`src/rtl/dmem_pkg.sv`:
```
// Shared sizing and requester identifiers for the data-memory arbiter slice.
package dmem_pkg;

    localparam int DMEM_DATA_W = 32;
    localparam int DMEM_ADDR_W = 32;
    localparam int DMEM_DEPTH  = 32;

    typedef enum logic {
        REQ_CORE = 1'b0,
        REQ_DBG  = 1'b1
    } req_id_e;

endpackage

```
`src/rtl/rr_arb2.sv`:
```
// Two-requester round-robin grant logic; the priority register always points
// at the requester that lost (or did not take) the most recent grant.
module rr_arb2
    import dmem_pkg::*;
(
    input  logic clk,
    input  logic reset_n,
    input  logic req0,
    input  logic req1,
    output logic gnt0,
    output logic gnt1,
    output logic dbg_prio
);

    req_id_e r_prio;
    req_id_e w_prio_nxt;
    logic    w_gnt0;
    logic    w_gnt1;

    always_ff @(posedge clk or negedge reset_n) begin
        if (!reset_n) begin
            r_prio <= REQ_CORE;
        end else begin
            r_prio <= w_prio_nxt;
        end
    end

    // Grants are gated by reset_n so nothing is accepted while reset is held.
    always_comb begin
        w_gnt0     = 1'b0;
        w_gnt1     = 1'b0;
        w_prio_nxt = r_prio;
        if (reset_n) begin
            if (req0 && (!req1 || r_prio == REQ_CORE)) begin
                w_gnt0     = 1'b1;
                w_prio_nxt = REQ_DBG;
            end else if (req1) begin
                w_gnt1     = 1'b1;
                w_prio_nxt = REQ_CORE;
            end
        end
    end

    assign gnt0     = w_gnt0;
    assign gnt1     = w_gnt1;
    assign dbg_prio = r_prio;

endmodule

```
`src/rtl/dmem_arbiter.sv`:
```
// Shares one single-port data memory between the core LSU and the debug/DMA
// port; every accepted access gets a one-cycle-later response pulse.
module dmem_arbiter
    import dmem_pkg::*;
#(
    parameter int DATA_W = DMEM_DATA_W,
    parameter int ADDR_W = DMEM_ADDR_W,
    parameter int DEPTH  = DMEM_DEPTH
) (
    input  logic              clk,
    input  logic              reset_n,
    input  logic              req0,
    input  logic              req1,
    input  logic              we0,
    input  logic              we1,
    input  logic [ADDR_W-1:0] addr0,
    input  logic [ADDR_W-1:0] addr1,
    input  logic [DATA_W-1:0] wd0,
    input  logic [DATA_W-1:0] wd1,
    output logic              gnt0,
    output logic              gnt1,
    output logic              rvalid0,
    output logic              rvalid1,
    output logic [DATA_W-1:0] rdata0,
    output logic [DATA_W-1:0] rdata1,
    output logic              err0,
    output logic              err1,
    output logic              mem_we,
    output logic [ADDR_W-1:0] mem_addr,
    output logic [DATA_W-1:0] mem_wd,
    input  logic [DATA_W-1:0] mem_rd,
    output logic              dbg_prio
);

    // One extra bit so DEPTH == 2**ADDR_W still compares correctly.
    localparam logic [ADDR_W:0] LP_DEPTH = (ADDR_W+1)'(DEPTH);

    logic              w_gnt0;
    logic              w_gnt1;
    logic              w_any;
    logic              w_sel_we;
    logic              w_in_range;
    logic [ADDR_W-1:0] w_sel_addr;
    logic [DATA_W-1:0] w_sel_wd;
    logic [DATA_W-1:0] w_rsp_data;

    logic              r_rvalid0;
    logic              r_rvalid1;
    logic              r_err0;
    logic              r_err1;
    logic [DATA_W-1:0] r_rdata0;
    logic [DATA_W-1:0] r_rdata1;

    rr_arb2 u_arb (
        .clk      (clk),
        .reset_n  (reset_n),
        .req0     (req0),
        .req1     (req1),
        .gnt0     (w_gnt0),
        .gnt1     (w_gnt1),
        .dbg_prio (dbg_prio)
    );

    always_comb begin
        w_any      = w_gnt0 | w_gnt1;
        w_sel_addr = w_gnt1 ? addr1 : addr0;
        w_sel_wd   = w_gnt1 ? wd1   : wd0;
        w_sel_we   = w_gnt1 ? we1   : we0;
        w_in_range = {1'b0, w_sel_addr} < LP_DEPTH;
        mem_we     = w_any & w_sel_we & w_in_range;
        mem_addr   = w_any ? w_sel_addr : '0;
        mem_wd     = w_any ? w_sel_wd   : '0;
        w_rsp_data = (!w_sel_we && w_in_range) ? mem_rd : '0;
    end

    // rdata only changes on a grant, so it holds its value between responses.
    always_ff @(posedge clk or negedge reset_n) begin
        if (!reset_n) begin
            r_rvalid0 <= 1'b0;
            r_rvalid1 <= 1'b0;
            r_err0    <= 1'b0;
            r_err1    <= 1'b0;
            r_rdata0  <= '0;
            r_rdata1  <= '0;
        end else begin
            r_rvalid0 <= w_gnt0;
            r_rvalid1 <= w_gnt1;
            r_err0    <= w_gnt0 & ~w_in_range;
            r_err1    <= w_gnt1 & ~w_in_range;
            if (w_gnt0) begin
                r_rdata0 <= w_rsp_data;
            end
            if (w_gnt1) begin
                r_rdata1 <= w_rsp_data;
            end
        end
    end

    assign gnt0    = w_gnt0;
    assign gnt1    = w_gnt1;
    assign rvalid0 = r_rvalid0;
    assign rvalid1 = r_rvalid1;
    assign err0    = r_err0;
    assign err1    = r_err1;
    assign rdata0  = r_rdata0;
    assign rdata1  = r_rdata1;

endmodule

```
`config.mk`:
```
export PLATFORM = sky130hd
export DESIGN_NAME = dmem_arbiter
export DESIGN_NICKNAME = d
export VERILOG_FILES = /design/src/rtl/dmem_pkg.sv /design/src/rtl/rr_arb2.sv /design/src/rtl/dmem_arbiter.sv
export SDC_FILE = /design/constraint.sdc
export NUM_CORES = 1
export LEC_CHECK = 0
export BUFFER_PORTS_ARGS = -buffer_cell sky130_fd_sc_hd__buf_4
export CAP_MARGIN = 5
export CELL_PAD_IN_SITES_DETAIL_PLACEMENT = 1
export CELL_PAD_IN_SITES_GLOBAL_PLACEMENT = 1
export CORE_MARGIN = 2
export CORE_UTILIZATION = 28
export DETAILED_ROUTE_END_ITERATION = 6
export PLACE_DENSITY = 0.91
export SLEW_MARGIN = 20
export SYNTH_ARGS = -nofsm -noshare
export SYNTH_HDL_FRONTEND = slang
export SYNTH_SLANG_ARGS = --single-unit
```
`constraint.sdc`:
```
create_clock -name clk -period 3.45 [get_ports clk]
set_clock_uncertainty 0.1 [all_clocks]
set_input_delay 0.1725 -clock clk [delete_from_list [all_inputs] [get_ports clk]]
set_output_delay 0.1725 -clock clk [all_outputs]
set_load 0.005 [all_outputs]
```
# Yosys cells after proc, flatten, opt, wreduce, memory -nomap -nowiden
# Index checks and enable logic that the tools add are counted.
dict set report totals {
  ff_bits 69
  out_inout_bits 136
  in_bits 166
  word_cells 35
}
dict set report classes {
  magnitude_cmp 1
  n_reduce_logical 7
  muxes 13
  bitwise 7
}
# op count
set op_table {}
lappend op_table {{$mux 32} 5}
lappend op_table {{$lt 32x6->1 const B} 1}
lappend op_table {{$mux 1} 8}
lappend op_table {{$and 1x1->1} 4}
lappend op_table {{$logic_and 1x1->1} 2}
lappend op_table {{$logic_not 1->1} 2}
lappend op_table {{$not 1->1} 2}
lappend op_table {{$reduce_and 2->1} 1}
lappend op_table {{$reduce_bool 2->1} 1}
lappend op_table {{$logic_or 1x1->1} 1}
lappend op_table {{$or 1x1->1} 1}

# Logic depth before layout (Yosys ltp)
dict set report depth {
  depth_word 9
  depth_mapped 7
  depth_no_buf 6
}

# Cells and area by module
# A second synthesis with hierarchy kept.
dict set report hier_totals {
  cells_unflattened 366
  area_unflattened_um2 3823.7
}
# module seq_area_each_um2 instances cells_each area_per_inst_um2
set modules_own_cells {}
lappend modules_own_cells {dmem_arbiter 1701.6 1 358 3762.4}
lappend modules_own_cells {rr_arb2 25.0 1 8 61.3}

# Worst setup path before layout
# Ideal clock, no wire load.
dict set report synth_path {
  kind {register -> register}
  startpoint {register u_arb.r_prio (netlist: u_arb.dbg_prio)}
  endpoint {register r_rdata0[0] (netlist: rdata0[0])}
  path_buffers 2
  setup_ps 65
  period_less_slack_ps 2289
  stages_incl_launch_ff 7
  t_required_ps 3285
  slack_ps 1161
  arrival_time_ps 2123
  path_cell_list {dfrtp_1 o211ai_2 clkbuf_1 mux2_2 a2111oi_4 buf_6 a22o_1}
}
dict set report synth_via {
  elab_chain_cells 9
  word_cells_on_any_way 13
  classes_between {order compare: 1; mux: 7; bitwise: 1; reduce/logical: 4}
}
# item line_no
set synth_lines {}
lappend synth_lines {{from (decl)} rr_arb2.sv:15} ;# req_id_e r_prio;
lappend synth_lines {{from (signal assigned)} rr_arb2.sv:24} ;# r_prio <= w_prio_nxt;
lappend synth_lines {{$not 1->1 (*)} rr_arb2.sv:34} ;# if (req0 && (!req1 || r_prio == REQ_CORE)) begin
lappend synth_lines {{$logic_or 1x1->1 (*)} rr_arb2.sv:34}
lappend synth_lines {{$logic_and 1x1->1 (*)} rr_arb2.sv:34}
lappend synth_lines {{$mux 1} rr_arb2.sv:34}
lappend synth_lines {{$mux 1} rr_arb2.sv:33} ;# if (reset_n) begin
lappend synth_lines {{$mux 32 or $mux 1 (tied branches)} {dmem_arbiter.sv:66, dmem_arbiter.sv:68}}
lappend synth_lines {{$lt 32x6->1 or $logic_not 1->1 (tied branches)} {dmem_arbiter.sv:69, dmem_arbiter.sv:73}}
lappend synth_lines {{$logic_and 1x1->1} dmem_arbiter.sv:73} ;# w_rsp_data = (!w_sel_we && w_in_range) ? mem_rd : '0;
lappend synth_lines {{$mux 32} dmem_arbiter.sv:73}
lappend synth_lines {{to (signal assigned)} dmem_arbiter.sv:91} ;# r_rdata0 <= w_rsp_data;
lappend synth_lines {{to (decl)} dmem_arbiter.sv:51} ;# logic [DATA_W-1:0] r_rdata0;
# Mark *: on every way between the ends. The rest lies on a longest branch, timed or not.
# A chain may end at the register's enable or synchronous reset.

# Final worst setup path
dict set report layout_path {
  startpoint {register u_arb.r_prio (netlist: u_arb.dbg_prio)}
  endpoint {output mem_wd[16]}
}
dict set report layout_via {
  elab_chain_cells 7
  word_cells_on_any_way 10
  classes_between {mux: 6; bitwise: 2; reduce/logical: 2}
}
# item line_no
set layout_lines {}
lappend layout_lines {{$not 1->1 (*)} rr_arb2.sv:34}
lappend layout_lines {{$logic_or 1x1->1 (*)} rr_arb2.sv:34}
lappend layout_lines {{$logic_and 1x1->1 (*)} rr_arb2.sv:34}
lappend layout_lines {{$mux 1} rr_arb2.sv:34}
lappend layout_lines {{$mux 1} rr_arb2.sv:33}
lappend layout_lines {{$mux 32 or $or 1x1->1 (tied branches)} {dmem_arbiter.sv:67, dmem_arbiter.sv:65}}
lappend layout_lines {{$mux 32 (*)} dmem_arbiter.sv:72} ;# mem_wd = w_any ? w_sel_wd : '0;
lappend layout_lines {{to (decl)} dmem_arbiter.sv:30} ;# output logic [DATA_W-1:0] mem_wd,
# Marks and branches as above.

==> flow_metrics.py <==
metrics = {
    "outcome": {
        "status": "finished clean",
    },
    "global_route": {
        "top_usage_layer": "met2",
        "overflow": 0,
        "antenna_found_initial": 0,
        "grt_pass1_wl_um": 25810,
        "grt_util_met3_pct": 5.916,
        "grtUsageMet1_pct": 27.42,
        "grt_pass1_vias": 4820,
        "grt_max_degree": 68,
        "grt_use_total_pct": 24.96,
        "grtUsageMet2_pct": 45.78,
    },
    "power_and_ir_drop": {
        "p_leak_nw": 3.506,
        "p_int_w": 0.001778,
        "switching_power_w": 0.0005910,
        "power_frac_clock_pct": 45.0,
        "irDropWorstVdd_mv": 0.1915,
        "p_per_area_nw_per_um2": 356.4,
        "p_sw_share_pct": 24.94,
        "power_frac_comb_pct": 20.3,
        "power_frac_seq_pct": 34.7,
        "fin_total_pwr_w": 0.002369,
    },
    "timing": {
        "period_share_pct": 83.17,
        "slew_violations": 0,
        "setup_viol": 0,
        "period_needed_ps": 2869,
        "fin_tns_setup_ps": 0,
        "slew_headroom_pct": 44.66,
        "fmax_mhz": 348.5,
        "tightest_slew_ps": 830.1,
        "hold_viol_final": 0,
        "rsz0062_at_grt": "false",
    },
    "floorplanning": {
        "die_w_um": 116.6,
        "initial_core_util_pct": 28.34,
        "num_rows": 41,
        "die_h_um": 116.6,
        "fp.dieArea_um2": 13590,
        "core-area_um2": 12520,
        "boundaryPins": 302,
    },
    "synth": {
        "syn_nets": 565,
        "syn_inst": 399,
        "ys_async_sr_fraction_pct": 100.0,
        "synth_top_cell_by_area": "dfrtp_1",
        "synth_area_leaders": "dfrtp_1 49%, a22o_1 16%, nand2_1 14%",
        "synth_area_um2": 3547,
        "synth_edf_count": 0,
        "synth_top_area_share_pct": 48.68,
        "ys_warn_count": 0,
        "netlist-cell-type-count": 19,
        "ys.flop_type": "dfrtp_1",
        "ys_ff_latch": 69,
        "synth.avg_cell_area_um2": 8.890,
        "yosysSeqAreaShare_pct": 48.68,
    },
    "cells_and_area": {
        "seqCellArea_um2": 1727,
        "diodes": 0,
        "final_cell_mix": "313 x buf_4, 136 x nand2_1, 69 x dfrtp_1",
        "multiInputGateArea_um2": 1653,
        "nets": 889,
        "nFillCells": 1485,
        "final_common_cell": "buf_4",
        "drive_above_1_share_pct": 46.57,
        "areaGrowthSynthToFinish_pct": 87.41,
    },
    "routing": {
        "via_per_inst": 5.081,
        "vias": 4573,
        "routed_wl_um": 17900,
        "final_antenna_net_count": 0,
        "drc": 0,
        "drt-initial-drc-count": 292,
        "dr.pass1.iters": 4,
        "wl_per_cell_um": 19.89,
    },
    "worst_setup_path": {
        "timing.rr.start": "u_arb.dbg_prio",
        "startpoint": "u_arb.dbg_prio",
        "start_kind": "register",
        "cp_max_fo": 53,
        "cp_data_arrival_time_ps": 2600,
        "r2r_end": "rdata0[22]",
        "reg2reg_slack_ps": 870,
        "rr_worst_depth": 6,
        "critical_path_class": "reg -> out",
        "required_ps": 3180,
        "crit_path_end_kind": "output pin",
        "endpoint": "mem_wd[16]",
    },
    "clock_tree": {
        "clockRootBuffer": "clkbuf_16",
        "htree_levels": 3,
        "cts_resized": 0,
        "cts_buffers": 9,
        "cts_tree": "yes",
        "clkTransAtPathRegs_ps": 50,
        "clock-sinks": 69,
        "clockBufferDepth": 2,
        "clock_latency_ps": 330,
    },
    "placement": {
        "dp_hpwl_um": 13110,
        "port-buffer-count": 301,
        "place_congestion": 0.8351,
    },
    "hold_path": {
        "hold_class": "in -> reg",
    },
    "job": {
        "max_cap_violations": 0,
    },
}
sequential cells by signal, indices dropped and copies added (netlist names):
signal	count
err1	1
rdata1	32
err0	1
u_arb.dbg_prio	1
rvalid0	1
rdata0	32
rvalid1	1
synth_stat cells, drive strengths merged, types with 2 or more instances:
cell and n:
a2111oi 2, or3 2, or4 2, buf 8
clkbuf 26, nor4 12, dfrtp 69, nand2 136
inv 4, a21oi 67, mux2 2, a22o 64
critical path: stages (launching register included):
cell      delay [ps]
dfrtp_1          450
o211ai_4         240
buf_4            300
buf_4            540
nand2_1          140
a21oi_1          350
buf_4            190
routing by layer:
layer / vias up / share of wire, %
li1: 2061 / -
met1: 2252 / 37
met2: 221 / 54
met3: 39 / 6.6
met4: 0 / 2.9
met5: - / 0
repair_timing:
item / CTS / global route
buffers inserted: 0 / 0
endpoints found under the hold margin: 65 / 0
hold buffers: 34 / 0
layout make-up:
cell class / count / share of cell area [%]
Multi-Input combinational cell: 292 / 24.86
Timing Repair Buffer: 347 / 40.47
Sequential cell: 69 / 25.97
Tap cell: 172 / 3.237
Clock buffer: 9 / 3.388
Inverter: 4 / 0.2259
Clock inverter: 7 / 1.845
power by group through the flow:
stage | combinational, W | clock (W) | sequential, W
5_1_grt | 0.000520 | 0.00114 | 0.000822
2_1_floorplan | 0.000135 | 0 | 0.000834
3_3_place_gp | 0.000430 | 0 | 0.000835
6_report | 0.000482 | 0.00107 | 0.000821
3_5_place_dp | 0.000446 | 0 | 0.000836
4_1_cts | 0.000480 | 0.00109 | 0.000821
logic make-up (layout without fill, tap and decap cells):
family	count (synthesis)	count (layout)	synth area share [%]
AO/OA/AOI/OAI	136	136	27.48
buffers and inverters	38	367	5.291
flip-flops	69	69	48.68
multiplexers	2	2	0.6349
AND/OR/NAND/NOR	154	154	17.92
how the worst min path moves through the flow:
stage | slack [ps] | depth (start not counted) | startpoint | endpoint
after global routing | 100 | 3 | req0 | u_arb.dbg_prio
final | 110 | 3 | req0 | u_arb.dbg_prio
after CTS | 100 | 3 | req0 | u_arb.dbg_prio
after global placement | -90 | 1 | reset_n | rvalid1
after floorplan | -220 | 0 | reset_n | err0
after detailed placement | -80 | 1 | reset_n | u_arb.dbg_prio
metrics by stage:
step                      cells  hold slack [ps]  utilization, %  instance area [µm²]  worst slack (ps)
after floorplan             399           -223.1               -                 3547              1161
after global placement      850           -85.20           47.61                 5959              1007
after detailed placement    850           -80.86           47.61                 5959             905.6
after CTS                   900            96.30           53.11                 6648             632.1
after global routing        900            103.9           53.11                 6648             468.3
final                       900            108.7           53.11                 6648             580.6
No activity file was read; power rests on OpenSTA's default activity.
